## src/rtl/ctrl_states_pkg.sv

```systemverilog
// rtl/ctrl_states_pkg.sv - shared state codes for ctrl_sequencer and controllogic
package ctrl_states_pkg;

    localparam int STATE_W = 5;

    localparam logic [STATE_W-1:0] S_IDLE      = 5'd0;
    localparam logic [STATE_W-1:0] S_INIT1     = 5'd1;
    localparam logic [STATE_W-1:0] S_INIT2     = 5'd2;
    localparam logic [STATE_W-1:0] S_INIT3     = 5'd3;
    localparam logic [STATE_W-1:0] S_INIT4     = 5'd4;
    localparam logic [STATE_W-1:0] S_CHECK1    = 5'd5;
    localparam logic [STATE_W-1:0] S_CHECK2    = 5'd6;
    localparam logic [STATE_W-1:0] S_CHECK3    = 5'd7;
    localparam logic [STATE_W-1:0] S_CHECK4    = 5'd8;
    localparam logic [STATE_W-1:0] S_CHECK5    = 5'd9;
    localparam logic [STATE_W-1:0] S_CHECK6    = 5'd10;
    localparam logic [STATE_W-1:0] S_CHECK7    = 5'd11;
    localparam logic [STATE_W-1:0] S_CHECK8    = 5'd12;
    localparam logic [STATE_W-1:0] S_EXCHANGE1 = 5'd13;
    localparam logic [STATE_W-1:0] S_EXCHANGE2 = 5'd14;
    localparam logic [STATE_W-1:0] S_EXCHANGE3 = 5'd15;
    localparam logic [STATE_W-1:0] S_PRELOOP1  = 5'd16;
    localparam logic [STATE_W-1:0] S_PRELOOP2  = 5'd17;
    localparam logic [STATE_W-1:0] S_LOOP1     = 5'd18;
    localparam logic [STATE_W-1:0] S_LOOP2     = 5'd19;
    localparam logic [STATE_W-1:0] S_LOOP3     = 5'd20;
    localparam logic [STATE_W-1:0] S_LOOP4     = 5'd21;
    localparam logic [STATE_W-1:0] S_LOOP5     = 5'd22;
    localparam logic [STATE_W-1:0] S_LOOP6     = 5'd23;
    localparam logic [STATE_W-1:0] S_LOOP7     = 5'd24;
    localparam logic [STATE_W-1:0] S_LOOP8     = 5'd25;
    localparam logic [STATE_W-1:0] S_LOOP9     = 5'd26;
    localparam logic [STATE_W-1:0] S_LOOP10    = 5'd27;
    localparam logic [STATE_W-1:0] S_LOOP11    = 5'd28;
    localparam logic [STATE_W-1:0] S_END1      = 5'd29;
    localparam logic [STATE_W-1:0] S_END2      = 5'd30;
    localparam logic [STATE_W-1:0] S_UNUSED1   = 5'd31;

endpackage

```

## src/rtl/div_wait_counter.sv

```systemverilog
// rtl/div_wait_counter.sv - loadable down-counter timing the divider hold
module div_wait_counter #(
    parameter int DIV_LAT = 4
) (
    input  logic clk,
    input  logic rst_n,
    input  logic load,
    input  logic en,
    output logic zero
);

    localparam int CNT_W = $clog2(DIV_LAT + 1);
    // Loaded on entry to the hold state, so the hold lasts DIV_LAT cycles.
    localparam logic [CNT_W-1:0] LOAD_VAL = CNT_W'(DIV_LAT - 1);

    logic [CNT_W-1:0] cnt_q;
    logic [CNT_W-1:0] cnt_d;

    // Load takes priority; decrement saturates at zero.
    always_comb begin
        cnt_d = cnt_q;
        if (load) begin
            cnt_d = LOAD_VAL;
        end else if (en && (cnt_q != '0)) begin
            cnt_d = cnt_q - CNT_W'(1);
        end
    end

    // Counter register with synchronous active-low reset.
    always_ff @(posedge clk) begin
        if (!rst_n) begin
            cnt_q <= '0;
        end else begin
            cnt_q <= cnt_d;
        end
    end

    assign zero = (cnt_q == '0);

endmodule

```

## src/rtl/ctrl_sequencer.sv

```systemverilog
// rtl/ctrl_sequencer.sv - next-state sequencer for the matrix-processing datapath
module ctrl_sequencer
    import ctrl_states_pkg::*;
#(
    parameter int DIV_LAT = 4
) (
    input  logic               clk,
    input  logic               rst_n,
    input  logic               start,
    input  logic               flag_z,
    input  logic               flag_s,
    output logic [STATE_W-1:0] state,
    output logic               busy,
    output logic               done,
    output logic               err
);

    logic [STATE_W-1:0] state_q;
    logic [STATE_W-1:0] state_d;
    logic               done_q;
    logic               done_d;
    logic               err_q;
    logic               err_d;
    logic               cnt_load;
    logic               cnt_en;
    logic               cnt_zero;

    div_wait_counter #(
        .DIV_LAT (DIV_LAT)
    ) u_div_wait (
        .clk   (clk),
        .rst_n (rst_n),
        .load  (cnt_load),
        .en    (cnt_en),
        .zero  (cnt_zero)
    );

    // State, done and err registers; reset overrides every transition.
    always_ff @(posedge clk) begin
        if (!rst_n) begin
            state_q <= S_IDLE;
            done_q  <= 1'b0;
            err_q   <= 1'b0;
        end else begin
            state_q <= state_d;
            done_q  <= done_d;
            err_q   <= err_d;
        end
    end

    // Next state: branches on flags only in the decision states, otherwise step to the next code.
    always_comb begin
        state_d = state_q + STATE_W'(1);
        case (state_q)
            S_IDLE:    state_d = start ? S_INIT1 : S_IDLE;
            S_CHECK4:  state_d = flag_z ? S_CHECK5 : S_PRELOOP1;
            S_CHECK7:  state_d = flag_z ? S_CHECK8 : S_EXCHANGE1;
            S_CHECK8:  state_d = flag_s ? S_CHECK5 : S_END1;
            S_LOOP5:   state_d = cnt_zero ? S_LOOP6 : S_LOOP5;
            S_LOOP11: begin
                if (flag_s) begin
                    state_d = S_LOOP1;
                end else if (flag_z) begin
                    state_d = S_END1;
                end else begin
                    state_d = S_CHECK1;
                end
            end
            S_END2:    state_d = S_IDLE;
            S_UNUSED1: state_d = S_IDLE;
            default:   state_d = state_q + STATE_W'(1);
        endcase
    end

    // Outputs and side effects decoded from the current state.
    always_comb begin
        busy     = (state_q != S_IDLE);
        done_d   = (state_q == S_END2);
        cnt_load = (state_q == S_LOOP4);
        cnt_en   = (state_q == S_LOOP5);
        err_d    = err_q;
        if ((state_q == S_IDLE) && start) begin
            err_d = 1'b0;
        end else if ((state_q == S_CHECK8) && !flag_s) begin
            err_d = 1'b1;
        end
    end

    assign state = state_q;
    assign done  = done_q;
    assign err   = err_q;

endmodule

```

## config.mk

```make
export PLATFORM = sky130hd
export DESIGN_NAME = ctrl_sequencer
export DESIGN_NICKNAME = d
export VERILOG_FILES = /design/src/rtl/ctrl_states_pkg.sv /design/src/rtl/div_wait_counter.sv /design/src/rtl/ctrl_sequencer.sv
export SDC_FILE = /design/constraint.sdc
export NUM_CORES = 1
export LEC_CHECK = 0
export ABC_AREA = 0
export ABC_CLOCK_PERIOD_IN_PS = 1900
export BUFFER_PORTS_ARGS = -buffer_cell sky130_fd_sc_hd__buf_4
export CORE_MARGIN = 8
export CORE_UTILIZATION = 44
export DETAILED_ROUTE_END_ITERATION = 6
export PLACE_DENSITY = 0.72
export RECOVER_POWER = 100
export SLEW_MARGIN = 20
export SYNTH_ARGS = -nofsm -noshare
export SYNTH_HDL_FRONTEND = slang
export SYNTH_HIERARCHICAL = 1
export SYNTH_SLANG_ARGS = --single-unit
```

## constraint.sdc

```tcl
create_clock -name clk -period 1.9 [get_ports clk]
set_input_delay 0.38 -clock clk [delete_from_list [all_inputs] [get_ports clk]]
set_output_delay 0.38 -clock clk [all_outputs]
set_load 0.005 [all_outputs]
```

==> results of run 1 <==
## metal layers
metal,vias up,global-route usage,share of wire
li1,352,-,-
met1,338,0.127,0.44
met2,21,0.166,0.48
met3,2,0.0381,0.077
met4,0,0.0714,0.0068
met5,-,0,0
## synth_stat cells (all sizes together)
| master | number |
|---|---|
| a211o | 1 |
| a211oi | 1 |
| a21o | 1 |
| a21oi | 7 |
| a221oi | 1 |
| a22o | 1 |
| a31oi | 2 |
| and2 | 1 |
| and2b | 1 |
| and3 | 2 |
| buf | 5 |
| dfxtp | 10 |
| ha | 7 |
| inv | 10 |
| nand2 | 4 |
| nand2b | 2 |
| nand3 | 3 |
| nand3b | 5 |
| nand4bb | 2 |
| nor2 | 5 |
| nor2b | 2 |
| nor3b | 3 |
| o2111a | 1 |
| o211a | 1 |
| o21ai | 4 |
| o221a | 1 |
| o311a | 1 |
| o31a | 1 |
| o41a | 1 |
| or2 | 1 |
| or3 | 1 |
| or3b | 1 |
| xnor2 | 1 |
## kinds of logic (layout without fill, tap and decap cells)
kind of cell / Yosys count / after routing / synth area share
adders and majority gates: 7 / 7 / 0.115
xor gates and xnor gates: 1 / 1 / 0.0115
buffers and inverters: 15 / 30 / 0.0987
AOI/OAI and AO/OA: 24 / 24 / 0.234
DFF: 10 / 10 / 0.263
and+or+nand+nor: 33 / 33 / 0.278
## through the flow
step | setup WS (ns) | hold WS (ns)
detailed placement | 0.129 | 0.504
global route | 0.00259 | 0.405
global placement | 0.205 | 0.492
finish | 0.103 | 0.413
floorplan | 0.246 | 0.484
CTS | 0.116 | 0.399
## registers in the layout, indices dropped and copies added, names as in the netlist
register and flops:
state 5, done 1, u_div_wait/cnt_q 3, err 1
## timing repair
item,in CTS,in global routing
gates resized for setup,0,3
endpoints found under the setup margin,0,4
hold buffers,0,0
## layout make-up
class / instances / area share
clock buffer: 3 / 0.0249
inverter: 10 / 0.0414
multi-input combinational: 65 / 0.557
sequential: 10 / 0.221
tap: 17 / 0.0235
timing repair buffer: 17 / 0.133
## power by group
group	total (mW)	switching (mW)	internal, mW
combinational	0.0786	0.0425	0.0361
clock	0.145	0.0716	0.0732
sequential	0.218	0.00469	0.214
total	0.442	0.119	0.323
## worst paths after layout
| kind | start | end | slack (ns) | cells past startpoint |
|---|---|---|---|---|
| max | state[0] | state[2] | 0.10 | 6 |
| min | rst_n | state[4] | 0.41 | 2 |
| max reg2reg | state[0] | state[2] | 0.10 | 6 |
| min reg2reg | u_div_wait/cnt_q[1] | u_div_wait/cnt_q[1] | 0.52 | 1 |
## worst max-delay path, delay by kind of cell, from the launching register on
kind	cells	cell delay (ns)
buffers and inverters	1	0.10
AO/OA/AOI/OAI	3	0.61
flip-flops	1	0.40
adder cells (fa/ha/maj)	1	0.28
AND/OR/NAND/NOR	1	0.36
==> run metrics, run 1 <==
TritonRoute pass-1 iters 4; FP Rows 15; Yosys top cell by area dfxtp_1; Ys Warns 6; status complete, no violations; max incr delay on CP 0.40 ns; Setup TNS 0 ns; FMAX 556 MHz; Cell Pwr Density 488 nW/um^2; design area 906 um^2; clock sink count 10; Fin. Hold Viols 0; clk_lat worst skew 0.26 ns; Peak supply drop 0.241 mV; Post-DRT Antenna Nets 0; synthesized flop and latch total 10; clock slew at reported path FFs 0.07 ns; grt total ovfl 0; clock buffer depth 2; Post-Syn Nets 102; Critical Path End Type flip-flop; slew margin rel. 0.688; final core utilization 0.542; Period Utilization, post-route 0.946; Area contributors post-synth dfxtp_1 (26%), ha_1 (12%), inv_1 (4.9%); CTS buffer count 3; total track usage 0.110; DR WL/cell 14.4 um; clk root buf clkbuf_4; layout cells sized above 1 0.219; core area 1670 um^2; initial antenna violation count 0; DIE HEIGHT 57.6 um; vias in the first global route 652; Final min period 1.80 ns; most frequent cells in the layout inv_1 (10), dfxtp_1 (10), buf_4 (10), clkbuf_4 (8), a21oi_1 (7); Clock Skew 0.00278 ns; die area 3320 um^2; DR DRC count 0; Pleak 0.386 nW; drt total wl 1760 um; gpl congestion 0.807; Area Growth Syn to Fin 19.1%; Seq/Total Area, Yosys 0.263; total power draw 0.442 mW; die width 57.6 um; Final nets 119; DR vias 713; Syn Inst Count 90; Slew @ Worst Pin 0.467 ns; Non-Filler Instances 122; WP data arrival 2.00 ns; drt via density 5.84; Setup Buffers After CTS 0; RSZ-0062 raised after global routing false; Distinct cells, synth 35; Final Setup Violations 0; IO Port Bufs 12; CP max FO 5; depth of the CTS H-tree 1; Yosys top cell area share 0.263; Slowest cell on crit path dfxtp_1; critical setup path kind flip-flop to flip-flop; area of the multi-input gates 504 um^2; Layout fillers 161; Post-Syn Area 761 um^2; CP Data Required Time 2.11 ns; Hold Crit Class input pin to flip-flop; initial core utilization 0.455; Max-Cap Viols 0; Post-DP Area 872 um^2; global-route wire length before repair 2820 um; ant diodes 0; largest net degree at the start of global routing 15; DP HPWL 1350 um; Setup crit start kind flip-flop; CTS tree done; Reg area 200 um^2; I/O pin count 13; sequence of cells on the critical path inv_1 -> ha_1 -> a22o_1 -> or3b_1 -> a21oi_1 -> o41a_1; Synth Area per Inst 8.45 um^2; Starting DRT DRC Count 12; placed cells 119; Final Slew Violations 0
Power figures use the tool's default switching activity.
==> run 2: changes to the inputs <==
--- a/config.mk
+++ b/config.mk
@@ -6,7 +6,7 @@
 export NUM_CORES = 1
 export LEC_CHECK = 0
 export ABC_AREA = 0
-export ABC_CLOCK_PERIOD_IN_PS = 1900
+export ABC_CLOCK_PERIOD_IN_PS = 2200
 export BUFFER_PORTS_ARGS = -buffer_cell sky130_fd_sc_hd__buf_4
 export CORE_MARGIN = 8
 export CORE_UTILIZATION = 44
==> constraint.sdc (replaced) <==
create_clock -name clk -period 2.2 [get_ports clk]
set_input_delay 0.44 -clock clk [delete_from_list [all_inputs] [get_ports clk]]
set_output_delay 0.44 -clock clk [all_outputs]
set_load 0.005 [all_outputs]
==> run 2 against run 1 <==
  * Sequential share of layout area is 1.1 points higher
  * Total power shrank 16%
  * Sequential power down 13%
  * Sequential cell count stayed put
  * Clock power decreased by 17%
  * Non-clock buffer count fell by 3
  * Critical path depth did not move
  * Hold slack improved by 0.063 ns
  * Via count is 7.0% lower
  * Maximum frequency fell by 6.4%
  * Clock-buffer cell count unchanged
  * Critical path type unchanged
  * Largest cell class unchanged
==> run metrics, run 2 (same netlist as run 1, synthesis figures left out) <==
status complete, no violations; placed cells 116 (-2.5%); Final Setup Violations 0 (unchanged); clock buffer depth 2 (unchanged); largest net degree at the start of global routing 16 (+1); FMAX 521 MHz (-6.4%); DR WL/cell 13.7 um (-4.9%); WP data arrival 2.12 ns (+0.12 ns); Critical Path End Type flip-flop; grt total ovfl 0 (unchanged); CP max FO 5 (unchanged); max reg flops 5 (unchanged); CTS tree done; Non-Filler Instances 119 (-2.5%); number of hold-repair buffers added at the cts stage 0 (unchanged); Starting DRT DRC Count 3 (-9); ant diodes 0 (unchanged); gpl congestion 0.856 (+6.0%); Area Growth Syn to Fin 13.3%; clock slew at reported path FFs 0.06 ns (about the same); Setup TNS 0 ns (unchanged); final core utilization 0.516 (-0.0262); Clock Skew 0.00565 ns (+0.00287 ns); total power draw 0.371 mW (-16%); Setup crit start kind flip-flop; Layout fillers 165 (+2.5%); Int Power 0.276 mW (-15%); Post-DRT Antenna Nets 0 (unchanged); RSZ-0062 raised after global routing false; Placement Setup Slack 0.437 ns (+0.308 ns); FP Rows 15 (unchanged); Max-Cap Viols 0 (unchanged); I/O pin count 13 (unchanged); initial core utilization 0.455 (unchanged); core area 1670 um^2 (unchanged); most frequent cells in the layout inv_1 (10), clkbuf_4 (10), dfxtp_1 (10), a21oi_1 (7), ha_1 (7); design area 862 um^2 (-4.8%); initial antenna violation count 0 (unchanged); clock sink count 10 (unchanged); Peak supply drop 0.276 mV (+14%); Period Utilization, post-route 0.873 (-0.0734); layout cells sized above 1 0.176 (-0.0426); die area 3320 um^2 (unchanged); TritonRoute pass-1 iters 4 (unchanged); Post-DP Area 850 um^2 (-2.6%); Fin. Hold Viols 0 (unchanged); Clock power frac 0.325 (-0.003); critical setup path kind flip-flop to flip-flop; IO Port Bufs 12 (unchanged); clk root buf clkbuf_4; Hold Crit Class input pin to flip-flop; CTS buffer count 3 (unchanged); Final nets 116 (-2.5%); DR DRC count 0 (unchanged); sequence of cells on the critical path inv_1 -> ha_1 -> a22o_1 -> a221oi_1 -> and2_0 -> o31a_1; NetSw 0.0952 mW (-20%); slew margin rel. 0.662 (-0.0263); Final min period 1.92 ns (+0.122 ns); total track usage 0.108 (-0.00142); PnR worst setup slack 0.280 ns (+0.178 ns); Cell Pwr Density 430 nW/um^2 (-12%); vias in the first global route 646 (-0.92%); max incr delay on CP 0.50 ns (+0.10 ns); drt via density 5.57 (-4.7%); depth of the CTS H-tree 1 (unchanged); Pleak 0.373 nW (-3.6%); cts repair resizes 0 (unchanged); global-route wire length before repair 2840 um (+0.96%); Slowest cell on crit path a221oi_1; DIE HEIGHT 57.6 um (unchanged); CP Data Required Time 2.40 ns (+0.29 ns); WHS 0.477 ns (+0.0633 ns); Slew @ Worst Pin 0.508 ns (+0.0404 ns); DR vias 663 (-7.0%); Setup Buffers After CTS 0 (unchanged); Comb power frac 0.165 (-0.013); DP HPWL 1290 um (-4.5%); drt total wl 1630 um (-7.3%); die width 57.6 um (unchanged); Switching Fraction 0.257 (-0.0125); clk_lat worst skew 0.26 ns (about the same); Final Slew Violations 0 (unchanged); Reg power frac 0.510 (+0.016)
## run 2: critical path, delay by kind of cell (launching register included)
kind | cells | cell delay (ns)
and+or+nand+nor | 1 | 0.20
DFF | 1 | 0.40
adders and majority gates | 1 | 0.27
buffers and inverters | 1 | 0.11
AOI/OAI and AO/OA | 3 | 0.88
## run 2: worst paths after layout
kind	startpoint	end	slack, ns	depth (start not counted)
worst min-delay path	rst_n	u_div_wait/cnt_q[0]	0.48	2
worst max register to register	state[0]	state[4]	0.28	6
worst min register to register	err	err	0.53	1
worst max-delay path	state[0]	state[4]	0.28	6
## run 2: cell type report
class,instances,area [um^2],area share
multi-input cells,65,479,0.556
flip-flops and latches,10,200,0.232
repair buffers,14,101,0.118
inverters,10,37.5,0.0435
clock buffers,3,22.5,0.0261
well taps,17,21.3,0.0247
## run 2: metal layers
| layer | up-vias | part of all wire | GRT usage |
|---|---|---|---|
| met5 | - | 0 | 0 |
| met4 | 0 | 0.0080 | 0.0643 |
| met3 | 2 | 0.066 | 0.0359 |
| met2 | 11 | 0.44 | 0.166 |
| met1 | 299 | 0.48 | 0.127 |
| li1 | 351 | - | - |
## run 2: power groups by stage
stage | clock (mW) | sequential (mW) | combinational (mW)
after floorplan | 0 | 0.193 | 0.0374
after global placement | 0 | 0.193 | 0.0634
after detailed placement | 0 | 0.194 | 0.0629
after CTS | 0.128 | 0.189 | 0.0634
after global routing | 0.132 | 0.190 | 0.0696
final | 0.120 | 0.189 | 0.0612
==> run 3: changes to the inputs <==
--- a/config.mk
+++ b/config.mk
@@ -10,6 +10,8 @@
 export BUFFER_PORTS_ARGS = -buffer_cell sky130_fd_sc_hd__buf_4
 export CORE_MARGIN = 8
 export CORE_UTILIZATION = 44
+export CTS_BUF_LIST = sky130_fd_sc_hd__clkbuf_8 sky130_fd_sc_hd__clkbuf_16
+export CTS_CLUSTER_DIAMETER = 100
 export DETAILED_ROUTE_END_ITERATION = 6
 export PLACE_DENSITY = 0.72
 export RECOVER_POWER = 100
@@ -18,3 +20,4 @@
 export SYNTH_HDL_FRONTEND = slang
 export SYNTH_HIERARCHICAL = 1
 export SYNTH_SLANG_ARGS = --single-unit
+export TNS_END_PERCENT = 50
==> run 3 against run 2 <==
  * Total power grew 17%
  * Critical path depth unchanged
  * Largest power group unchanged
  * Via count down 0.30%
  * Clock power increased by 51%
  * Clock-buffer cell count did not move
  * Register-to-register slack barely moved
  * Core utilization grew 1.1 points
  * Routed wire length increased by 1.6%
  * Critical endpoint unchanged
  * Global-route usage is the same
  * Sequential share of layout area fell by 0.49 points
  * First-iteration DRC count grew 67%
  * Non-clock buffer count unchanged
==> run metrics, run 3 (same netlist as run 1, synthesis figures left out) <==
Final Setup Violations 0 (unchanged); Non-Filler Instances 119 (unchanged); DR DRC count 0 (unchanged); initial antenna violation count 0 (unchanged); DR vias 661 (-0.30%); Post-DRT Antenna Nets 0 (unchanged); Reg area 200 um^2 (unchanged); NetSw 0.100 mW (+5.1%); CP Data Required Time 2.37 ns (-0.03 ns); r2r endpoint state[4]; initial core utilization 0.455 (unchanged); CP max FO 5 (unchanged); Period Utilization, post-route 0.876 (+0.00323); critical setup path kind flip-flop to flip-flop; Switching Fraction 0.231 (-0.0254); FMAX 519 MHz (-0.37%); die area 3320 um^2 (unchanged); Hold Crit Class input pin to flip-flop; clock slew at reported path FFs 0.04 ns (-0.02 ns); Worst Min Path Start rst_n; clock sink count 10 (unchanged); Cell Pwr Density 491 nW/um^2 (+14%); drt total wl 1660 um (+1.6%); Reg power frac 0.439 (-0.071); DP HPWL 1290 um (unchanged); IO Port Bufs 12 (unchanged); max reg flops 5 (unchanged); Pleak 0.380 nW (+2.1%); Clock power frac 0.418 (+0.093); layout cells sized above 1 0.176 (unchanged); Peak supply drop 0.326 mV (+18%); Starting DRT DRC Count 5 (+2); Hold EP u_div_wait/cnt_q[0]; flop2flop setup slack 0.27 ns (about the same); CTS buffer count 3 (unchanged); reg2reg start state[0]; Final min period 1.93 ns (+0.00710 ns); status complete, no violations; die width 57.6 um (unchanged); global-route wire length before repair 2840 um (unchanged); depth of the CTS H-tree 1 (unchanged); Critical Path End Type flip-flop; slew margin rel. 0.651 (-0.0111); total power draw 0.433 mW (+17%); Comb power frac 0.142 (-0.023); CTS tree done; RSZ-0062 raised after global routing false; number of hold-repair buffers added at the cts stage 0 (unchanged); DIE HEIGHT 57.6 um (unchanged); most frequent cells in the layout inv_1 (10), dfxtp_1 (10), a21oi_1 (7), ha_1 (7), clkbuf_4 (7); Final Slew Violations 0 (unchanged); cts repair resizes 0 (unchanged); placed cells 116 (unchanged); I/O pin count 13 (unchanged); largest net degree at the start of global routing 16 (unchanged); Slew @ Worst Pin 0.524 ns (+0.0166 ns); ant diodes 0 (unchanged); Max-Cap Viols 0 (unchanged); clock buffer depth 2 (unchanged); WP data arrival 2.10 ns (-0.02 ns); grt total ovfl 0 (unchanged); DR WL/cell 13.9 um (+1.6%); Layout fillers 163 (-1.2%); core area 1670 um^2 (unchanged); area of the multi-input gates 479 um^2 (unchanged); hold depth 2 (unchanged); vias in the first global route 646 (unchanged); Reg2Reg Depth 6 (unchanged); Int Power 0.333 mW (+21%); FP Rows 15 (unchanged); total track usage 0.108 (unchanged); clk root buf clkbuf_8; Area Growth Syn to Fin 15.8%; Final nets 116 (unchanged); Clock Skew 0.00248 ns (-0.00317 ns); Fin. Hold Viols 0 (unchanged); clk_lat worst skew 0.23 ns (-0.03 ns); Setup crit start kind flip-flop; Setup TNS 0 ns (unchanged); drt via density 5.55 (-0.30%); gpl congestion 0.856 (unchanged); TritonRoute pass-1 iters 2 (-2); Setup Buffers After CTS 0 (unchanged)
[run 3: per-stage QoR]
step	utilization	setup WS [ns]	area (um^2)	hold slack, ns
2_1_floorplan	-	0.546	761	0.484
3_3_place_gp	0.509	0.505	850	0.493
3_5_place_dp	0.509	0.437	850	0.511
4_1_cts	0.533	0.425	891	0.501
5_1_grt	0.527	0.147	881	0.513
6_report	0.527	0.273	881	0.511
[run 3: worst max-delay path by stage]
| stage | startpoint | to | slack (ns) | cells after the start |
|---|---|---|---|---|
| finish | state[0] | state[4] | 0.27 | 6 |
| global route | state[0] | state[4] | 0.15 | 6 |
| CTS | state[0] | state[4] | 0.42 | 6 |
| detailed placement | state[0] | state[4] | 0.44 | 6 |
| global placement | state[0] | state[0] | 0.50 | 6 |
| floorplan | state[0] | state[2] | 0.55 | 7 |
[run 3: final cells by class]
class | count | share of cell area
Clock buffer | 3 | 0.0469
Inverter | 10 | 0.0426
Multi-Input combinational cell | 65 | 0.544
Sequential cell | 10 | 0.227
Tap cell | 17 | 0.0241
Timing Repair Buffer | 14 | 0.115
[run 3: worst max-delay path, cell delays in order, from the launching register on]
cell      delay (ns)
dfxtp_1         0.39
inv_1           0.11
ha_1            0.27
a22o_1          0.26
a221oi_1        0.51
and2_0          0.20
o31a_1          0.12
[run 3: power groups by stage]
stage	Sequential (mW)	Clock, mW	Combinational, mW
after floorplan	0.193	0	0.0374
after global placement	0.193	0	0.0634
after detailed placement	0.194	0	0.0629
after CTS	0.190	0.191	0.0634
after global routing	0.190	0.196	0.0696
final	0.190	0.181	0.0616
[run 3: metal layers]
metal | vias up | track usage | routed length, um
met2 | 9 | 0.166 | 735
met4 | 0 | 0.0643 | 11
met5 | - | 0 | 0
li1 | 350 | - | -
met1 | 300 | 0.127 | 803
met3 | 2 | 0.0359 | 106
